## config.mk

```make
export PLATFORM = sky130hd
export DESIGN_NAME = countdown_timer_flat
export DESIGN_NICKNAME = d
export VERILOG_FILES = /design/src/rtl/countdown_pkg.sv /design/src/rtl/countdown_if.sv /design/src/rtl/mod_down_counter.sv /design/src/rtl/countdown_timer.sv /design/src/flat_wrapper.sv
export SDC_FILE = /design/constraint.sdc
export NUM_CORES = 1
export LEC_CHECK = 0
export CAP_MARGIN = 10
export CORE_AREA = 2 2 65 67
export DETAILED_ROUTE_END_ITERATION = 8
export DIE_AREA = 0 0 67 69
export DONT_BUFFER_PORTS = 1
export MAX_ROUTING_LAYER = met4
export PLACE_DENSITY = 0.57
export SLEW_MARGIN = 20
export SYNTH_ARGS = -nofsm -noshare
export SYNTH_HDL_FRONTEND = slang
export SYNTH_HIERARCHICAL = 1
export SYNTH_SLANG_ARGS = --single-unit
export TNS_END_PERCENT = 5
```

## constraint.sdc

```tcl
create_clock -name clk -period 2 [get_ports clk]
set_input_delay 0.5 -clock clk [delete_from_list [all_inputs] [get_ports clk]]
set_output_delay 0.5 -clock clk [all_outputs]
set_load 0.03 [all_outputs]
```

## src/rtl/countdown_pkg.sv

```systemverilog
// countdown_pkg: shared types and limits for the mm:ss countdown timer.
//   state_e  FSM encoding (IDLE, RUN, PAUSED, DONE)
//   SEC_W/MIN_W  field widths; SEC_MAX/MIN_MAX  largest seconds/minutes values
package countdown_pkg;
  typedef enum logic [1:0] {
    IDLE   = 2'd0,
    RUN    = 2'd1,
    PAUSED = 2'd2,
    DONE   = 2'd3
  } state_e;
  localparam int SEC_W = 6;
  localparam int MIN_W = 7;
  localparam logic [SEC_W-1:0] SEC_MAX = 6'd59;
  localparam logic [MIN_W-1:0] MIN_MAX = 7'd99;
endpackage

```

## src/rtl/countdown_if.sv

```systemverilog
// countdown_if: control and status bundle of the countdown timer.
//   master: drives tick/clear/load/load_min/load_sec/start/pause, observes status
//   slave:  the timer; drives minutes/seconds/running/done/expired/load_err
interface countdown_if;
  import countdown_pkg::*;
  logic             tick;
  logic             clear;
  logic             load;
  logic [MIN_W-1:0] load_min;
  logic [SEC_W-1:0] load_sec;
  logic             start;
  logic             pause;
  logic [MIN_W-1:0] minutes;
  logic [SEC_W-1:0] seconds;
  logic             running;
  logic             done;
  logic             expired;
  logic             load_err;
  modport master (
    output tick, clear, load, load_min, load_sec, start, pause,
    input  minutes, seconds, running, done, expired, load_err
  );
  modport slave (
    input  tick, clear, load, load_min, load_sec, start, pause,
    output minutes, seconds, running, done, expired, load_err
  );
endinterface

```

## src/rtl/mod_down_counter.sv

```systemverilog
// mod_down_counter: modulo-(MAX+1) down counter with clear, load and borrow-out.
//   clk, rst_n   clock, asynchronous active-low reset
//   clr_i        force to zero (highest priority)
//   ld_i/ld_val_i load a value
//   en_i         count down one step; wraps 0 -> MAX
//   cnt_o        current count (registered)
//   borrow_o     high when an enabled step wraps, to enable the next digit
module mod_down_counter #(
  parameter int           W   = 6,
  parameter logic [W-1:0] MAX = '1
) (
  input  logic         clk,
  input  logic         rst_n,
  input  logic         clr_i,
  input  logic         ld_i,
  input  logic [W-1:0] ld_val_i,
  input  logic         en_i,
  output logic [W-1:0] cnt_o,
  output logic         borrow_o
);
  logic [W-1:0] cnt_q, cnt_d;
  always_comb begin
    cnt_d = clr_i ? '0 : ld_i ? ld_val_i :
            en_i  ? ((cnt_q == '0) ? MAX : cnt_q - 1'b1) : cnt_q;
    borrow_o = en_i && (cnt_q == '0);
  end
  always_ff @(posedge clk or negedge rst_n)
    if (!rst_n) cnt_q <= '0;
    else        cnt_q <= cnt_d;
  assign cnt_o = cnt_q;
endmodule

```

## src/rtl/countdown_timer.sv

```systemverilog
// countdown_timer: loadable mm:ss countdown with start/pause/clear FSM.
//   clk, rst_n  clock, asynchronous active-low reset
//   bus         countdown_if.slave: controls in, registered value/status out
module countdown_timer
  import countdown_pkg::*;
(
  input logic        clk,
  input logic        rst_n,
  countdown_if.slave bus
);
  state_e           state_q;
  logic             running_q, done_q, expired_q, load_err_q;
  logic [MIN_W-1:0] min_q;
  logic [SEC_W-1:0] sec_q;
  logic             load_ok, in_run, is_zero, tick_en, cnt_ld, expire;
  logic             sec_borrow, min_borrow;
  always_comb begin
    load_ok = (bus.load_min <= MIN_MAX) && (bus.load_sec <= SEC_MAX);
    in_run  = (state_q == RUN);
    is_zero = (min_q == '0) && (sec_q == '0);
    // any asserted control input masks the tick for this cycle
    tick_en = in_run && bus.tick && !bus.clear && !bus.load && !bus.start && !bus.pause;
    cnt_ld  = !bus.clear && bus.load && !in_run && load_ok;
    expire  = tick_en && (min_q == '0) && (sec_q == 6'd1);
  end
  mod_down_counter #(.W(SEC_W), .MAX(SEC_MAX)) u_sec (
    .clk      (clk),
    .rst_n    (rst_n),
    .clr_i    (bus.clear),
    .ld_i     (cnt_ld),
    .ld_val_i (bus.load_sec),
    .en_i     (tick_en),
    .cnt_o    (sec_q),
    .borrow_o (sec_borrow)
  );
  mod_down_counter #(.W(MIN_W), .MAX(MIN_MAX)) u_min (
    .clk      (clk),
    .rst_n    (rst_n),
    .clr_i    (bus.clear),
    .ld_i     (cnt_ld),
    .ld_val_i (bus.load_min),
    .en_i     (sec_borrow),
    .cnt_o    (min_q),
    .borrow_o (min_borrow)
  );
  // RUN is never entered or kept at 00:00, so minutes can never wrap
  assert property (@(posedge clk) disable iff (!rst_n) !min_borrow);
  always_ff @(posedge clk or negedge rst_n)
    if (!rst_n) begin
      state_q    <= IDLE;
      running_q  <= 1'b0;
      done_q     <= 1'b0;
      expired_q  <= 1'b0;
      load_err_q <= 1'b0;
    end else begin
      expired_q  <= 1'b0;
      load_err_q <= 1'b0;
      if (bus.clear) begin
        state_q   <= IDLE;
        running_q <= 1'b0;
        done_q    <= 1'b0;
      end else if (bus.load) begin
        if (!in_run) begin
          if (load_ok) begin
            state_q   <= IDLE;
            running_q <= 1'b0;
            done_q    <= 1'b0;
          end else load_err_q <= 1'b1;
        end
      end else if (bus.start) begin
        if ((state_q == IDLE || state_q == PAUSED) && !is_zero) begin
          state_q   <= RUN;
          running_q <= 1'b1;
        end
      end else if (bus.pause) begin
        if (in_run) begin
          state_q   <= PAUSED;
          running_q <= 1'b0;
        end
      end else if (expire) begin
        state_q   <= DONE;
        running_q <= 1'b0;
        done_q    <= 1'b1;
        expired_q <= 1'b1;
      end
    end
  assign bus.minutes  = min_q;
  assign bus.seconds  = sec_q;
  assign bus.running  = running_q;
  assign bus.done     = done_q;
  assign bus.expired  = expired_q;
  assign bus.load_err = load_err_q;
endmodule

```

## src/flat_wrapper.sv

```systemverilog
// flat-port wrapper written by rule: the top's interface ports become plain ports
module countdown_timer_flat import countdown_pkg::*;
  (clk, rst_n, bus_tick, bus_clear, bus_load, bus_load_min, bus_load_sec, bus_start, bus_pause, bus_minutes, bus_seconds, bus_running, bus_done, bus_expired, bus_load_err);
  countdown_if bus_i ();
  input logic clk;
  input logic rst_n;
  input wire logic [$bits(bus_i.tick)-1:0] bus_tick;
  input wire logic [$bits(bus_i.clear)-1:0] bus_clear;
  input wire logic [$bits(bus_i.load)-1:0] bus_load;
  input wire logic [$bits(bus_i.load_min)-1:0] bus_load_min;
  input wire logic [$bits(bus_i.load_sec)-1:0] bus_load_sec;
  input wire logic [$bits(bus_i.start)-1:0] bus_start;
  input wire logic [$bits(bus_i.pause)-1:0] bus_pause;
  output wire logic [$bits(bus_i.minutes)-1:0] bus_minutes;
  output wire logic [$bits(bus_i.seconds)-1:0] bus_seconds;
  output wire logic [$bits(bus_i.running)-1:0] bus_running;
  output wire logic [$bits(bus_i.done)-1:0] bus_done;
  output wire logic [$bits(bus_i.expired)-1:0] bus_expired;
  output wire logic [$bits(bus_i.load_err)-1:0] bus_load_err;
  assign bus_i.tick = bus_tick;
  assign bus_i.clear = bus_clear;
  assign bus_i.load = bus_load;
  assign bus_i.load_min = bus_load_min;
  assign bus_i.load_sec = bus_load_sec;
  assign bus_i.start = bus_start;
  assign bus_i.pause = bus_pause;
  assign bus_minutes = bus_i.minutes;
  assign bus_seconds = bus_i.seconds;
  assign bus_running = bus_i.running;
  assign bus_done = bus_i.done;
  assign bus_expired = bus_i.expired;
  assign bus_load_err = bus_i.load_err;
  countdown_timer u_core (.clk(clk), .rst_n(rst_n), .bus(bus_i));
endmodule
```

==> flow_summary.json <==
{
  "status": "complete, no violations",
  "start_kind": "flop",
  "overflow": 0,
  "dpl.hpwl_um": 2860,
  "synth_top_cell_area_share_pct": 36.3,
  "clkSlewWorstSetupHoldPaths_ns": 0.08,
  "yosys.area_share.simple_pct": 29.3,
  "power.density_mw_per_mm2": 595,
  "diodes": 0,
  "ant_nets": 0,
  "cts_tree": "yes",
  "area_growth_pct": 26.4,
  "synth_fp_nets": 169,
  "worstPathArrival_ns": 2.07,
  "track_usage_pct": 17.5,
  "rsz0062_at_grt": "true",
  "ir_drop_mv": 0.180,
  "worst_slew_pin_slew_ns": 0.909,
  "drtIter0Drc": 81,
  "die_x_um": 67,
  "dieArea_mm2": 0.00462,
  "finalSetupViolCount": 0,
  "via_per_inst": 5.67,
  "finalCritPeriodShare_pct": 96.7,
  "syn_inst": 145,
  "ys_types": 51,
  "clock-sinks": 19,
  "syn_area_per_cell_um2": 9.03,
  "start_util_pct": 33.5,
  "die_h_um": 69,
  "rr_endpoint": "u_core/state_q[0]$_DFFE_PN0P_",
  "fmax_ghz": 0.517,
  "synth_compound_area_share_pct": 22.5,
  "ff2ff_path_depth": 6,
  "netlist_area_mm2": 0.00131,
  "fin_crit_ns": 1.93,
  "drive_gt1_share_pct": 26.6,
  "grt_pass1_wl_um": 6260,
  "worstHoldEndpoint": "u_core/u_sec/cnt_o[1]$_DFFE_PN0P_",
  "yosys.area_share.xor_xnor_pct": 1.34,
  "end_kind": "flop",
  "boundaryPins": 37,
  "synth-seq-cells": 19,
  "gp_congestion": 0.826,
  "nNetsFinal": 198,
  "ys_seq_area_share_pct": 36.3,
  "synth-adder-area-share_pct": 3.82,
  "cts_buffers": 3,
  "wl_per_cell_um": 16.9,
  "slew_headroom_pct": 39.2,
  "whs_path_depth": 1,
  "clockBufferDepth": 2,
  "first_pass_iters": 4,
  "post_cts.repair.setup_buffers": 0,
  "hold_class": "in -> reg",
  "drc_errors": 0,
  "hold-worst-slack_ns": 0.304,
  "coreArea_mm2": 0.00391,
  "worst-path-max-fanout": 7,
  "rrSetupSlack_ns": 0.07,
  "final_core_utilization_pct": 42.3,
  "drv_slew": 0,
  "leakage_nw": 0.709,
  "vias": 1265,
  "grt_max_degree": 22,
  "worstHoldStart": "bus_clear",
  "clock_latency_ns": 0.26,
  "r2r-start": "u_core/u_sec/cnt_o[1]$_DFFE_PN0P_",
  "drv_cap": 0,
  "synth_area_leader_cell": "dfrtp_1",
  "synth_mux_area_share_pct": 2.67,
  "antenna_found_initial": 0,
  "cts_root_buf": "clkbuf_8",
  "grt_pass1_vias": 1262,
  "rows": 23,
  "totalWireLength_um": 3760,
  "ys.warnings.count": 6,
  "tns_ns": 0,
  "cp.required_ns": 2.14,
  "port_buffers": 0,
  "critPathKind": "reg -> reg",
  "hold_viol_final": 0,
  "htree_levels": 1,
  "synth_top_family_by_area": "simple AND/OR/NAND/NOR gates",
  "p_total_mw": 0.985,
  "clock_skew_ns": 0.00937,
  "synth_area_leaders": "dfrtp_1, nor2_1, ha_1, nand2_1, a21oi_1"
}
[worst max-delay path, stage by stage (launching register included)]
cell and delay, ns:
dfrtp_1 0.39, buf_4 0.19, nor4b_1 0.30, nand4_1 0.13, o21bai_1 0.20, nor3b_4 0.28, mux2_4 0.32
[cell usage after synthesis (all sizes together)]
| cell type | count |
|---|---|
| or2b | 2 |
| nor2 | 16 |
| a221oi | 2 |
| or3 | 3 |
| o21a | 1 |
| o2111a | 1 |
| o31a | 2 |
| nand2 | 13 |
| o21ai | 4 |
| nor4b | 4 |
| a41oi | 2 |
| a32o | 3 |
| or2 | 1 |
| buf | 4 |
| nor3 | 8 |
| a211oi | 2 |
| a2111oi | 1 |
| mux2i | 2 |
| mux2 | 1 |
| a311o | 1 |
| nand3 | 2 |
| o311a | 1 |
| o22ai | 1 |
| nor4 | 2 |
| nor2b | 3 |
| and3 | 1 |
| nor3b | 2 |
| nor4bb | 1 |
| dfrtp | 19 |
| ha | 4 |
| xor2 | 2 |
| and4 | 2 |
| nand2b | 1 |
| o211a | 1 |
| nand4 | 3 |
| nand3b | 1 |
| a21oi | 7 |
| o31ai | 3 |
| a21o | 1 |
| o21bai | 1 |
| a221o | 1 |
| a31oi | 3 |
| inv | 9 |
| and2 | 1 |
[per-layer routing]
layer / wire, µm / up-vias / GRT usage [%]
met5: 0 / - / -
met4: 29 / 0 / 4.76
met3: 274 / 4 / 3.75
met2: 1820 / 40 / 28.2
met1: 1640 / 617 / 22.0
li1: - / 604 / -
[repair_timing]
action / CTS / global route
gates resized for setup: 0 / 2
hold buffers: 1 / 0
hold endpoints to repair: 19 / 0
setup endpoints to repair: 0 / 3
[how the worst max path moves through the flow]
stage | start | endpoint | cells past startpoint
global route | u_core/u_sec/cnt_o[0]$_DFFE_PN0P_ | u_core/u_min/cnt_o[5]$_DFFE_PN0P_ | 9
detailed placement | bus_start | u_core/u_min/cnt_o[2]$_DFFE_PN0P_ | 7
CTS | u_core/u_sec/cnt_o[0]$_DFFE_PN0P_ | u_core/u_min/cnt_o[5]$_DFFE_PN0P_ | 9
global placement | bus_start | u_core/u_min/cnt_o[2]$_DFFE_PN0P_ | 7
finish | u_core/u_sec/cnt_o[1]$_DFFE_PN0P_ | u_core/state_q[0]$_DFFE_PN0P_ | 6
floorplan | bus_start | u_core/u_min/cnt_o[2]$_DFFE_PN0P_ | 9
[final cells by class]
| class | instances | area, µm² |
|---|---|---|
| clock buffers | 4 | 45.0 |
| fillers | 406 | 2260 |
| inverters | 9 | 33.8 |
| multi-input cells | 113 | 826 |
| flip-flops and latches | 19 | 475 |
| well taps | 50 | 62.6 |
| repair buffers | 28 | 213 |
[flip-flops by register name, indices dropped and copies added (netlist names)]
register and flops:
u_core/u_sec/cnt_o 6, u_core/u_min/cnt_o 7, u_core/bus.load_err 1, u_core/bus.running 1, u_core/bus.expired 1, u_core/state_q 2, u_core/bus.done 1
[where the power goes]
| part | total [mW] | internal [mW] | switching [mW] |
|---|---|---|---|
| registers | 0.430 | 0.404 | 0.0262 |
| clock network | 0.276 | 0.142 | 0.134 |
| logic | 0.279 | 0.120 | 0.160 |
| total | 0.985 | 0.665 | 0.320 |
[placed cells by master (no fill, tap or decap), types with 3 or more instances in the layout]
cell type	instances
a31oi_1	3
o31ai_1	3
nor3_1	4
nand2_1	12
nor2b_1	3
dfrtp_1	19
nor2_1	16
a21oi_1	7
or3_1	3
buf_4	27
nor4b_1	3
clkbuf_8	3
a32o_1	3
ha_1	3
inv_1	8
nor3_2	4
nand4_1	3
[kinds of logic (layout without fill, tap and decap cells)]
kind of cell,count (synthesis),after routing
adders and majority gates,4,4
muxes,3,3
and+or+nand+nor,66,66
AOI/OAI and AO/OA,38,38
DFF,19,19
xor gates and xnor gates,2,2
buffers and inverters,13,41
[per-stage QoR]
stage	cell area (µm²)	instances	setup slack, ns
after floorplan	1350	145	-0.307
after global placement	1590	218	-0.140
after detailed placement	1590	218	-0.217
after CTS	1650	223	0.0389
after global routing	1660	223	-0.0257
final	1660	223	0.0664
(Power assumes the default switching activity.)
